--- src/rtl/serial_uge4_pkg.sv ---
// Shared types and sizing helpers for the bit-serial unsigned >= comparator.
package serial_uge4_pkg;

  typedef enum logic {
    COLLECT = 1'b0,
    HOLD    = 1'b1
  } state_t;

  localparam int unsigned DEFAULT_WIDTH = 4;

  // Counter width for a WIDTH-beat frame; never narrower than one bit.
  function automatic int unsigned cnt_width(input int unsigned w);
    return (w <= 1) ? 1 : $clog2(w);
  endfunction

endpackage

--- src/rtl/serial_uge4_if.sv ---
// Beat-in / result-out handshake bundle for serial_uge4.
interface serial_uge4_if;
  logic I0;
  logic I1;
  logic IN_VALID;
  logic IN_READY;
  logic FLUSH;
  logic O;
  logic EQ;
  logic O_VALID;
  logic O_READY;

  modport master (
    output I0, I1, IN_VALID, FLUSH, O_READY,
    input  IN_READY, O, EQ, O_VALID
  );

  modport slave (
    input  I0, I1, IN_VALID, FLUSH, O_READY,
    output IN_READY, O, EQ, O_VALID
  );
endinterface

--- src/rtl/serial_uge_bitcell.sv ---
// MSB-first decision cell: latches the first differing bit pair of a frame.
module serial_uge_bitcell (
  input  logic clk_i,
  input  logic rst_i,
  input  logic clr_i,
  input  logic en_i,
  input  logic last_i,
  input  logic i0_i,
  input  logic i1_i,
  output logic res_o,
  output logic eq_o
);

  logic decided_q;
  logic gt_q;

  always_ff @(posedge clk_i) begin
    if (rst_i || clr_i) begin
      decided_q <= 1'b0;
      gt_q      <= 1'b0;
    end else if (en_i) begin
      if (last_i) begin
        decided_q <= 1'b0;
        gt_q      <= 1'b0;
      end else if (!decided_q && (i0_i != i1_i)) begin
        decided_q <= 1'b1;
        gt_q      <= i0_i;
      end
    end
  end

  // Frame result as it would stand if the current beat were the last one.
  always_comb begin
    res_o = decided_q ? gt_q : (i0_i | ~i1_i);
    eq_o  = ~decided_q & (i0_i ~^ i1_i);
  end

endmodule

--- src/rtl/serial_uge4.sv ---
// Bit-serial unsigned A >= B / A == B comparator with result hold until consumed.
module serial_uge4
  import serial_uge4_pkg::*;
#(
  parameter int unsigned WIDTH = DEFAULT_WIDTH
) (
  input  logic         CLK,
  input  logic         RESET,
  serial_uge4_if.slave bus
);

  localparam int unsigned CW = cnt_width(WIDTH);
  localparam logic [CW-1:0] LAST_CNT = CW'(WIDTH - 1);

  state_t        state_q;
  logic [CW-1:0] cnt_q;
  logic [CW-1:0] cnt_d;
  logic          o_q;
  logic          eq_q;
  logic          accept;
  logic          last_beat;
  logic          res;
  logic          res_eq;

  assign accept    = bus.IN_VALID && (state_q == COLLECT) && !bus.FLUSH;
  assign last_beat = (cnt_q == LAST_CNT);
  assign cnt_d     = last_beat ? '0 : cnt_q + 1'b1;

  serial_uge_bitcell u_cell (
    .clk_i  (CLK),
    .rst_i  (RESET),
    .clr_i  (bus.FLUSH),
    .en_i   (accept),
    .last_i (last_beat),
    .i0_i   (bus.I0),
    .i1_i   (bus.I1),
    .res_o  (res),
    .eq_o   (res_eq)
  );

  always_ff @(posedge CLK) begin
    if (RESET) begin
      state_q <= COLLECT;
      cnt_q   <= '0;
      o_q     <= 1'b0;
      eq_q    <= 1'b0;
    end else if (bus.FLUSH) begin
      state_q <= COLLECT;
      cnt_q   <= '0;
    end else begin
      case (state_q)
        COLLECT: begin
          if (accept) begin
            cnt_q <= cnt_d;
            if (last_beat) begin
              o_q     <= res;
              eq_q    <= res_eq;
              state_q <= HOLD;
            end
          end
        end
        HOLD: begin
          if (bus.O_READY) state_q <= COLLECT;
        end
        default: state_q <= COLLECT;
      endcase
    end
  end

  assign bus.O        = o_q;
  assign bus.EQ       = eq_q;
  assign bus.O_VALID  = (state_q == HOLD);
  assign bus.IN_READY = (state_q == COLLECT);

endmodule

--- src/flat_wrapper.sv ---
// flat-port wrapper written by rule: the top's interface ports become plain ports
module serial_uge4_flat import serial_uge4_pkg::*;
#(
  parameter int unsigned WIDTH = DEFAULT_WIDTH
)
  (CLK, RESET, bus_I0, bus_I1, bus_IN_VALID, bus_FLUSH, bus_O_READY, bus_IN_READY, bus_O, bus_EQ, bus_O_VALID);
  serial_uge4_if bus_i ();
  input  logic CLK;
  input  logic RESET;
  input wire logic [$bits(bus_i.I0)-1:0] bus_I0;
  input wire logic [$bits(bus_i.I1)-1:0] bus_I1;
  input wire logic [$bits(bus_i.IN_VALID)-1:0] bus_IN_VALID;
  input wire logic [$bits(bus_i.FLUSH)-1:0] bus_FLUSH;
  input wire logic [$bits(bus_i.O_READY)-1:0] bus_O_READY;
  output wire logic [$bits(bus_i.IN_READY)-1:0] bus_IN_READY;
  output wire logic [$bits(bus_i.O)-1:0] bus_O;
  output wire logic [$bits(bus_i.EQ)-1:0] bus_EQ;
  output wire logic [$bits(bus_i.O_VALID)-1:0] bus_O_VALID;
  assign bus_i.I0 = bus_I0;
  assign bus_i.I1 = bus_I1;
  assign bus_i.IN_VALID = bus_IN_VALID;
  assign bus_i.FLUSH = bus_FLUSH;
  assign bus_i.O_READY = bus_O_READY;
  assign bus_IN_READY = bus_i.IN_READY;
  assign bus_O = bus_i.O;
  assign bus_EQ = bus_i.EQ;
  assign bus_O_VALID = bus_i.O_VALID;
  serial_uge4 #(.WIDTH(WIDTH)) u_core (.CLK(CLK), .RESET(RESET), .bus(bus_i));
endmodule
--- config.mk ---
export PLATFORM = sky130hd
export DESIGN_NAME = serial_uge4_flat
export DESIGN_NICKNAME = d
export VERILOG_FILES = /design/src/rtl/serial_uge4_pkg.sv /design/src/rtl/serial_uge4_if.sv /design/src/rtl/serial_uge_bitcell.sv /design/src/rtl/serial_uge4.sv /design/src/flat_wrapper.sv
export SDC_FILE = /design/constraint.sdc
export NUM_CORES = 1
export LEC_CHECK = 0
export BUFFER_PORTS_ARGS = -buffer_cell sky130_fd_sc_hd__buf_2
export CAP_MARGIN = 15
export CORE_AREA = 2 2 39 41
export CTS_BUF_LIST = sky130_fd_sc_hd__clkbuf_4 sky130_fd_sc_hd__clkbuf_8 sky130_fd_sc_hd__clkbuf_16
export CTS_CLUSTER_DIAMETER = 120
export CTS_CLUSTER_SIZE = 10
export DETAILED_ROUTE_END_ITERATION = 7
export DIE_AREA = 0 0 41 43
export HOLD_SLACK_MARGIN = 0.08
export SYNTH_ARGS = -nofsm -noshare
export SYNTH_HDL_FRONTEND = slang
export SYNTH_SLANG_ARGS = --single-unit
--- constraint.sdc ---
create_clock -name CLK -period 1.8 [get_ports CLK]
set_input_delay 0.36 -clock CLK [delete_from_list [all_inputs] [get_ports CLK]]
set_output_delay 0.36 -clock CLK [all_outputs]
set_load 0.005 [all_outputs]
After elaboration in Yosys (flattened, before gate mapping)
Cells that the tools add are included.

storage, ports and cells
  register bits = 7
  bits in latches = 0
  RAM bits = 0
  bits in read-only memories = 0
  input bits = 7
  output and inout bits = 4
  logic and storage cells = 37
  memories kept = 0

operators by class
  $add $sub $neg = 1
  multipliers = 0
  div/mod/pow operators = 0
  $lt $le $gt $ge = 0
  equal/unequal tests = 2
  shift-type cells = 0
  multiplexer cells = 10
  bitwise operators = 7
  reduce and logical (&&, ||, !) cells = 11

operator list
  kind                 count
  $mux 1               8
  $not 1->1            4
  $reduce_and 2->1     2
  $reduce_and 4->1     1
  $logic_and 1x1->1    3
  $add 2x1->2 const B  1
  $eq 2x2->1 const B   1
  $logic_not 1->1      2
  $mux 2               1
  $pmux 1 s2           1
  $reduce_bool 2->1    1
  $reduce_or 2->1      1
  $and 1x1->1          1
  $logic_or 1x1->1     1
  $ne 1x1->1           1
  $or 1x1->1           1
  $xnor 1x1->1         1

Depth between registers and ports, before layout
Gate-level depths: netlist of run 1.

  depth after elaboration = 5
  gate-level depth with buffers = 5
  gate-level depth less buffers = 5

Modules after synthesis
A second synthesis of run 1 with hierarchy kept.

unflattened totals
  cell total of the unflattened synthesis = 40
  area total of the unflattened synthesis = 395.4 µm²

by module, submodules not included
  module              times used  cells each  area an instance (µm²)  sequential area each (µm²)
  serial_uge4         1           25          266.5                   100.1
  serial_uge_bitcell  1           15          128.9                   40.0

Worst setup path before layout of run 1
Ideal clock, no wire load.

  path kind = input to register
  from = input port bus_FLUSH
  to = register u_core.cnt_q[0]
  library setup time = 0.066 ns
  arrival = 1.270 ns
  data required time = 1.734 ns
  slack = 0.464 ns
  cell stages on the path = 4
  path buffers = 1
  cell sequence = or3b_1 buf_2 or3_1 a21oi_2

between the ends
  longest elaborated chain between the ends = 3
  elaborated cells between the ends (all ways) = 4
  those cells by class = reduce/logical: 4

ends and longest elaborated chain
  item                        line                source
  from (decl)                 flat_wrapper.sv:13  input wire logic [$bits(bus_i.FLUSH)-1:0] bus_FLUSH;
  $logic_not 1->1             serial_uge4.sv:25   assign accept = bus.IN_VALID && (state_q == COLLECT) && !bus.FLUSH;
  $logic_and 1x1->1           serial_uge4.sv:25
  $reduce_and 2->1 (no line)  --
  to (signal assigned)        serial_uge4.sv:54   cnt_q <= cnt_d;
  to (decl)                   serial_uge4.sv:16   logic [CW-1:0] cnt_q;

Parallel ways exist; a longest one is shown, timed or not.
A chain may end at the register's enable or synchronous reset.

Worst setup path in the final report of run 1
  from = register u_core.state_q, in the netlist u_core.bus.O_VALID
  to = register u_core.cnt_q[0]

between the ends
  longest elaborated chain between the ends = 4

ends and longest elaborated chain
  item                            line               source
  from (decl)                     serial_uge4.sv:15  state_t state_q;
  from (signal assigned)          serial_uge4.sv:43  state_q <= COLLECT;
  from (signal assigned)          serial_uge4.sv:48  state_q <= COLLECT;
  from (signal assigned)          serial_uge4.sv:58  state_q <= HOLD;
  $not 1->1 *                     serial_uge4.sv:25
  $logic_and 1x1->1 (2 in a row)  serial_uge4.sv:25
  $reduce_and 2->1 (no line) *    --

Mark *: on every way between the ends. The rest lies on a longest branch, timed or not.

==> metrics.md, run 1 <==
| Metric | Value |
|---|---|
| Status | `complete, no violations` |
| I/O pins | `11` |
| CTS root buffer | `clkbuf_4` |
| Vias | `345` |
| Endpoints failing hold | `0` |
| FMAX | `734 MHz` |
| YS warnings | `0` |
| Core Area | `1380 µm²` |
| Largest net degree at the start of global routing | `8` |
| Number of antenna violations at the first check in global routing | `0` |
| Vias in the first global route | `303` |
| Clock transition at path regs | `0.06 ns` |
| Yosys top cell area share | `38.1%` |
| Critical Path End Type | `register` |
| Sequential fraction of the synthesis area | `a little under two fifths` |
| Ys async rst share | `0%` |
| Clk sinks | `7` |
| Skew final | `0.00114 ns` |
| Worst skew pair latency | `between 0.2 and 0.3 ns` |
| GRT Overall Usage | `10.5%` |
| Fin util | `34.0%` |
| Reg-to-Reg End | `u_core.cnt_q[0]` |
| Peak VDD IR | `0.224 mV` |
| Hold_sp | `RESET` |
| Worst Hold Path EP | `u_core.bus.O` |
| Post-synthesis compound-gate area fraction | `around 21%` |
| Synth Cell Area | `368 µm²` |
| Diode count | `0` |
| IO Port Bufs | `10` |
| Seq cells post-synth | `7` |
| Die Wd | `41 µm` |
| Num CTS Buffers | `3` |
| Fraction of layout cells with a size suffix above 1 | `around a third` |
| Post-synth cell types | `22` |
| CTS tree | `built` |
| Clock Path Buffers | `2` |
| P_leak | `0.196 nW` |
| Most frequent cells after synthesis | `dfxtp_1 (7), a21oi_1 (5), nand2_1 (5)` |
| Reg2reg start | `u_core.bus.O_VALID` |
| Die area | `~1800 µm²` |
| Avg Synthesized Cell Area | `8.55 µm²` |
| Worst hold path class | `in2reg` |
| Hold buffer count at CTS | `0` |
| Setup bufs post-CTS | `0` |
| Final WL | `about 800 µm` |
| Max cap viols | `0` |
| Worst Path Max Fanout | `7` |
| Worst hold path depth | `2` |
| Adder-Cell Fraction of Synth Area | `10.2%` |
| Vias per Instance | `between 4 and 5` |
| Post-Synth Simple-Gate Area | `between 20% and 30%` |
| Mapped Cells | `43` |
| Most numerous cell in the Yosys netlist | `dfxtp_1` |
| Post-CTS sizing | `0` |
| Worst r2r path cells | `3` |
| Slew HR | `81.4%` |
| Number of flops mapped to enable cells by yosys | `0` |
| Nets | `68` |
| DRC violations left | `0` |
| RSZ-0062 raised after global routing | `no` |
| Slew @ Worst Pin | `0.275 ns` |
| Dpl hpwl | `606 µm` |
| Predominant post-synthesis flop cell | `dfxtp_1` |
| Final setup viols | `0` |
| Largest family of logic cells by synthesized area | `simple AND/OR/NAND/NOR gates` |
| Routed len/inst | `10.6 µm` |
| Yosys top cell by area | `dfxtp_1` |
| Fin. max-slew vios | `0` |
| Syn_nets | `53` |
| Gpl congestion | `0.696` |
| CP Class | `reg2reg` |
| Row count | `14` |
| Synth area leaders | `dfxtp_1 (38%), ha_1 (10%), a21oi_1 (6.8%), nand2_1 (5.1%), o21ai_0 (4.1%)` |
| Mux contribution to synthesized area | `0%` |
| Fin crit period | `1.36 ns` |
| Layout area overhead | `27.9%` |
| Post-DRT Antenna Nets | `0` |
| TritonRoute pass-1 iters | `4` |
| Die extent in y | `43 µm` |
| Post-synthesis xor/xnor area fraction | `0%` |
| R2r setup slk | `0.44 ns` |
| Global route overflow | `0` |
| Starting Density | `26.6%` |
| Critical path arrival | `1.56 ns` |
| DR iter-0 viols | `3` |
| H-tree depth | `1` |
| PD cells | `764 nW/µm²` |
| First-pass GRT wire length | `1190 µm` |
| Final setup TNS | `0 ns` |
| Required time worst endpoint | `~2.0 ns` |
| Final worst-path cycle share | `75.7%` |
| Worst setup SP type | `register` |
## metrics by stage
step / setup WS, ns / total power, W / hold slack [ns] / cells / instance area, µm²
floorplan: 0.464 / 0.000183 / 0.429 / 43 / 368
global placement: 0.360 / 0.000195 / 0.473 / 69 / 440
detailed placement: 0.323 / 0.000196 / 0.459 / 69 / 440
CTS: 0.443 / 0.000364 / 0.291 / 73 / 470
global route: 0.349 / 0.000374 / 0.303 / 73 / 470
finish: 0.437 / 0.000359 / 0.299 / 73 / 470
## cell type report
class / instances / area, µm²
fill: 154 / 913
multi-input combinational: 32 / 211
sequential: 7 / 140
timing repair buffer: 11 / 57.6
clock buffer: 4 / 30.0
tap: 16 / 20.0
inverter: 3 / 11.3
## worst max-delay path: stages (launching register included)
cell and delay (ns):
dfxtp_1 0.33, or3b_1 0.49, or3_1 0.36, a21oi_2 0.13
## how the worst max path moves through the flow
stage,start,to
2_1_floorplan,bus_FLUSH,u_core.cnt_q[0]
3_3_place_gp,bus_FLUSH,u_core.cnt_q[0]
3_5_place_dp,bus_FLUSH,u_core.cnt_q[0]
4_1_cts,u_core.bus.O_VALID,u_core.cnt_q[0]
5_1_grt,u_core.bus.O_VALID,u_core.cnt_q[0]
6_report,u_core.bus.O_VALID,u_core.cnt_q[0]
## logic make-up after synthesis
group	count (synthesis)
AOI/OAI and AO/OA	12
DFF	7
buffers and inverters	4
and+or+nand+nor	17
adders and majority gates	3
## where the power goes
part	switching, W	internal [W]
combinational	0.0000171	0.0000172
clock	0.0000658	0.000100
sequential	0.00000208	0.000157
total	0.0000850	0.000274
## state kept, by name, summed over array words and instances (netlist names)
signal / cells
u_core.bus.O: 1
u_core.u_cell.gt_q: 1
u_core.cnt_q: 2
u_core.bus.EQ: 1
u_core.bus.O_VALID: 1
u_core.u_cell.decided_q: 1
## routing by layer
layer	part of all wire, %	routed length (µm)	track usage, %
met1	49	378	12.9
met2	42	327	13.4
met3	6.8	53	4.71
met4	2.2	17	8.00
met5	0	0	0
## placed cells by master, fill, tap and decap left out, drive strengths merged
cell,instances
clkbuf,4
a21oi,6
or2,1
o21ai,3
nor2,2
nand2,5
dfxtp,7
ha,3
nor4b,1
nor3,1
o21ba,1
a32o,1
and2,1
nand4b,1
o211ai,1
or3,1
inv,3
or2b,1
nor3b,1
nor2b,1
or3b,1
buf,11
(Power assumes the default switching activity.)
==> run 2: changes to the inputs <==
==> constraint.sdc (replaced) <==
create_clock -name CLK -period 1.29 [get_ports CLK]
set_input_delay 0.258 -clock CLK [delete_from_list [all_inputs] [get_ports CLK]]
set_output_delay 0.258 -clock CLK [all_outputs]
set_load 0.005 [all_outputs]
==> run 2 against run 1 <==
Sequential share of layout area decreased by 2.4 points. Register-to-register slack got worse by 0.41 ns. Global-route usage up 0.29 points. Fmax grew 7.6%. Worst setup slack got worse by 0.41 ns. Critical path type unchanged. Largest cell class unchanged. Highest routed layer unchanged.
==> metrics.md, run 2 (synthesis gave the netlist of run 1 again) <==
| Metric | Value |
|---|---|
| Biggest register | `u_core.cnt_q` |
| Starting Density | `26.6%` |
| R2r setup slk | `between 0.02 and 0.025 ns` |
| Crit. Startpoint | `u_core.bus.O_VALID` |
| Vias in the first global route | `307` |
| Row count | `14` |
| Critical path's top delay family | `simple AND/OR/NAND/NOR gates` |
| Worst Path Max Fanout | `4` |
| Required time worst endpoint | `1.49 ns` |
| GRT Overall Usage | `10.7%` |
| Dpl hpwl | `573 µm` |
| Met3 WL | `around 37 µm` |
| Highest metal used | `met4` |
| CP Class | `reg2reg` |
| Endpoints failing hold | `0` |
| PD cells | `1000 nW/µm²` |
| Fin. max-slew vios | `0` |
| FMAX | `790 MHz` |
| Met2 WL | `about 360 µm` |
| Worst setup path end | `u_core.cnt_q[0]` |
| Max FFs per register | `2` |
| P_leak | `0.222 nW` |
| Met1 WL | `398 µm` |
| Nets | `between 70 and 80` |
| Crit. path cell count | `3` |
| Global route overflow | `0` |
| Gpl congestion | `0.707` |
| IO Port Bufs | `10` |
| Max cap viols | `0` |
| Hold Worst Slack | `0.185 ns` |
| DR iter-0 viols | `10` |
| Worst skew pair latency | `0.26 ns` |
| Tot Pwr | `roughly 0.00052 W` |
| Layout area overhead | `40.5%` |
| First-pass GRT wire length | `1240 µm` |
| Fraction of layout cells with a size suffix above 1 | `41.9%` |
| Status | `complete, no violations` |
| Pre-CTS setup slack | `-0.0497 ns` |
| Reg-to-Reg End | `u_core.cnt_q[0]` |
| Vias per Instance | `4.56` |
| Buffers & Inverters on Critical Path | `0` |
| Core Area | `1380 µm²` |
| CTS root buffer | `clkbuf_4` |
| Worst hold path class | `in2reg` |
| Critical Path End Type | `register` |
| Final WL | `between 800 and 900 µm` |
| Reg2reg start | `u_core.bus.O_VALID` |
| Critical path, cell by cell | `or3b_4 > or3_4 > a21oi_2` |
| Final worst-path cycle share | `98.2%` |
| CTS tree | `built` |
| Fin util | `37.3%` |
| Area after DPL | `~470 µm²` |
| H-tree depth | `1` |
| Post-DRT Antenna Nets | `0` |
| Die extent in y | `43 µm` |
| RSZ-0062 raised after global routing | `no` |
| TritonRoute pass-1 iters | `4` |
| Worst setup SP type | `register` |
| Max incr delay on CP | `between 0.3 and 0.4 ns` |
| Vias | `356` |
| Clock Path Buffers | `2` |
| DRC violations left | `0` |
| Skew final | `0.00506 ns` |
| Num CTS Buffers | `3` |
| Routed len/inst | `10.4 µm` |
| Fin crit period | `1.27 ns` |
| I/O pins | `11` |
| Critical path arrival | `1.46 ns` |
| Slew @ Worst Pin | `0.260 ns` |
| Number of antenna violations at the first check in global routing | `0` |
| Worst r2r path cells | `3` |
| CP max stage cell | `or3b_4` |
| Die area | `approximately 1800 µm²` |
| Die Wd | `41 µm` |
| Clk sinks | `7` |
| Hold buffer count at CTS | `0` |
| Most common cell after layout, fill and taps aside | `buf_2` |
| Setup WS post-layout | `0.0234 ns` |
| Most frequent cells in the layout | `buf_2 (10), buf_4 (6), dfxtp_1 (6)` |
| Post-route cell area | `517 µm²` |
| Final setup viols | `0` |
| Clock transition at path regs | `~0.060 ns` |
| Largest net degree at the start of global routing | `7` |
| Diode count | `0` |
| Slew HR | `between 80% and 90%` |
| Peak VDD IR | `0.357 mV` |
[run 2: worst min-delay path by stage]
| stage | from | to | slack, ns | cells past startpoint |
|---|---|---|---|---|
| 2_1_floorplan | RESET | u_core.bus.EQ | 0.33 | 1 |
| 3_3_place_gp | u_core.bus.EQ | u_core.bus.EQ | 0.45 | 2 |
| 3_5_place_dp | RESET | u_core.bus.EQ | 0.46 | 2 |
| 4_1_cts | RESET | u_core.bus.EQ | 0.19 | 2 |
| 5_1_grt | RESET | u_core.bus.EQ | 0.19 | 2 |
| 6_report | RESET | u_core.bus.O | 0.19 | 2 |
[run 2: repair_timing]
action,4_1_cts,5_1_grt
gates resized for setup,0,2
buffers inserted,0,1
setup endpoints to repair,0,3
[run 2: routing by layer]
layer / GRT usage, % / vias to the layer above
li1: - / 187
met1: 14.1 / 157
met3: 4.71 / 2
met5: 0 / -
met2: 13.1 / 10
met4: 8.00 / 0
[run 2: layout make-up]
cell class / count / area [µm²]
Tap cell: 16 / 20.0
Sequential cell: 7 / 141
Multi-Input combinational cell: 32 / 219
Timing Repair Buffer: 16 / 95.1
Clock buffer: 4 / 30.0
Fill cell: 143 / 867
Inverter: 3 / 11.3
[run 2: power breakdown]
group          internal, W  switching [W]  leakage, nW
Combinational    0.0000346      0.0000251        0.146
Clock             0.000140      0.0000954       0.0184
Sequential        0.000219     0.00000272       0.0571
Total             0.000393       0.000123        0.222
[run 2: metrics by stage]
stage,setup TNS [ns],cells
global route,0,78
floorplan,-0.0236,43
detailed placement,-0.106,73
finish,0,78
global placement,-0.0398,73
CTS,0,77
==> run 3: changes to the inputs <==
--- a/config.mk
+++ b/config.mk
@@ -5,6 +5,7 @@
 export SDC_FILE = /design/constraint.sdc
 export NUM_CORES = 1
 export LEC_CHECK = 0
+export ABC_AREA = 1
 export BUFFER_PORTS_ARGS = -buffer_cell sky130_fd_sc_hd__buf_2
 export CAP_MARGIN = 15
 export CORE_AREA = 2 2 39 41
==> run 3 against run 2 <==
Worst setup slack improved by 0.19 ns. Final area fell by 7.0%. Area after synthesis rose by 3.4%. Sequential power barely moved. Largest cell class unchanged. Sequential share of layout area rose by 1.8 points. Largest power group unchanged.
==> metrics.md, run 3 <==
| Metric | Value |
|---|---|
| Status | `complete, no violations` |
| Final setup TNS | `0 ns` |
| GRT Overall Usage | `10.5%` |
| YS warnings | `0` |
| Diode count | `0` |
| H-tree depth | `1` |
| Sequential fraction of the synthesis area | `36.8%` |
| Gpl congestion | `0.737` |
| Most frequent cells in the layout | `inv_1 (10), nand2_1 (10), nor2_1 (10), buf_2 (10), dfxtp_1 (7)` |
| Layout area overhead | `26.3%` |
| Fin util | `34.7%` |
| DR iter-0 viols | `5` |
| Post-DRT Antenna Nets | `0` |
| Critical Path End Type | `register` |
| Clock Path Buffers | `2` |
| Slew @ Worst Pin | `between 0.2 and 0.25 ns` |
| Worst setup SP type | `register` |
| Final WL | `roughly 740 µm` |
| TritonRoute pass-1 iters | `2` |
| Predominant post-synthesis flop cell | `dfxtp_1` |
| Setup WS post-layout | `roughly 0.21 ns` |
| CTS root buffer | `clkbuf_4` |
| Setup bufs post-CTS | `0` |
| Final setup viols | `0` |
| Yosys top cell area share | `36.8%` |
| Fraction of layout cells with a size suffix above 1 | `27.5%` |
| Seq. cell area | `140 µm²` |
| Row count | `14` |
| Synth area leaders | `dfxtp_1 (37%), ha_1 (9.9%), inv_1 (9.9%), nand2_1 (9.9%), nor2_1 (9.9%)` |
| Fin crit period | `between 1 and 1.5 ns` |
| Largest net degree at the start of global routing | `8` |
| Dpl hpwl | `580 µm` |
| Vias | `around 350` |
| Pre-CTS setup slack | `approximately 0.10 ns` |
| First-pass GRT wire length | `1170 µm` |
| Most frequent cells after synthesis | `inv_1 (10), nand2_1 (10), nor2_1 (10)` |
| Post-CTS sizing | `0` |
| Ys async rst share | `0%` |
| Post-route cell area | `480 µm²` |
| Slew HR | `a little under nine tenths` |
| Footprint of the multi-input gates | `~200 µm²` |
| Synth Cell Area | `380 µm²` |
| FMAX | `925 MHz` |
| Number of antenna violations at the first check in global routing | `0` |
| P_leak | `0.256 nW` |
| Skew final | `0.00243 ns` |
| Worst skew pair latency | `0.26 ns` |
| Global route overflow | `0` |
| Die Wd | `41 µm` |
| Endpoints failing hold | `0` |
| Core Area | `1380 µm²` |
| Number of flops mapped to enable cells by yosys | `0` |
| Clk sinks | `7` |
| Max cap viols | `0` |
| Vias in the first global route | `316` |
| I/O pins | `11` |
| Clock transition at path regs | `0.06 ns` |
| Die extent in y | `43 µm` |
| Fill cells | `161` |
| Avg Synthesized Cell Area | `6.92 µm²` |
| PD cells | `~1000 nW/µm²` |
| Syn_nets | `65` |
| Routed len/inst | `~8.7 µm` |
| RSZ-0062 raised after global routing | `no` |
| Peak VDD IR | `0.323 mV` |
| DRC violations left | `0` |
| Max FFs per register | `2` |
| CTS tree | `built` |
| Critical path arrival | `1.23 ns` |
| IO Port Bufs | `10` |
| Hold buffer count at CTS | `0` |
| Die area | `between 1500 and 2000 µm²` |
| Biggest register | `u_core.cnt_q` |
| Starting Density | `27.5%` |
| Area after DPL | `450 µm²` |
| CP Class | `reg2reg` |
| Worst Path Max Fanout | `4` |
| Vias per Instance | `4.16` |
| Mapped Cells | `55` |
| Required time worst endpoint | `between 1 and 1.5 ns` |
| Nets | `80` |
| Worst hold path class | `in2reg` |
| Yosys top cell by area | `dfxtp_1` |
| Num CTS Buffers | `3` |
| Post-synth cell types | `15` |
| Seq cells post-synth | `7` |
| Fin. max-slew vios | `0` |
| Final worst-path cycle share | `83.8%` |
run 3: changes by cell type after synthesis, sizes merged, moves of 2 or more:
cell	before	now
nand3	0	2
nor2	2	11
nand2	5	12
a21oi	6	4
inv	3	11
run 3: stage by stage:
| step | std cells | power [W] | hold WS (ns) |
|---|---|---|---|
| global placement | 81 | 0.000275 | 0.472 |
| CTS | 85 | 0.000507 | 0.259 |
| finish | 85 | 0.000501 | 0.262 |
| global route | 85 | 0.000520 | 0.280 |
| floorplan | 55 | 0.000258 | 0.413 |
| detailed placement | 81 | 0.000276 | 0.495 |
run 3: worst paths after layout:
kind                                      start                 end  slack [ns]  cells past startpoint
worst max-delay path            u_core.cnt_q[0]  u_core.u_cell.gt_q        0.21                      6
worst min-delay path                bus_O_READY  u_core.bus.O_VALID        0.26                      3
worst max register to register  u_core.cnt_q[0]  u_core.u_cell.gt_q        0.21                      6
worst min register to register  u_core.cnt_q[0]     u_core.cnt_q[0]        0.51                      2
run 3: cell families after synthesis:
family | Yosys count | synth area share [%]
AND/OR/NAND/NOR | 27 | 33.2
adder cells (fa/ha/maj) | 3 | 9.87
flip-flops | 7 | 36.8
AO/OA/AOI/OAI | 7 | 9.21
buffers and inverters | 11 | 10.9
run 3: critical path, stage by stage, from the launching register on:
cell     delay, ns
dfxtp_1       0.37
ha_1          0.21
inv_1         0.06
o21ai_1       0.13
nand3_1       0.10
nand2_1       0.07
nor2_1        0.04
run 3: layout make-up:
type                    count  share of cell area [%]
repair buffers             10                    10.4
clock buffers               4                    6.25
flip-flops and latches      7                    29.2
well taps                  16                    4.17
inverters                  11                    8.59
multi-input cells          37                    41.4
run 3: power breakdown:
| part | internal [W] | leakage [nW] | switching (W) |
|---|---|---|---|
| Combinational | 0.0000198 | 0.181 | 0.0000277 |
| Sequential | 0.000220 | 0.0566 | 0.00000326 |
| Clock | 0.000140 | 0.0184 | 0.0000902 |
run 3: layer usage:
| layer | wire [µm] | vias to the layer above | track usage (%) |
|---|---|---|---|
| li1 | - | 197 | - |
| met1 | 336 | 143 | 10.3 |
| met2 | 328 | 9 | 15.3 |
| met3 | 36 | 5 | 3.14 |
| met4 | 35 | 0 | 12.0 |
| met5 | 0 | - | 0 |
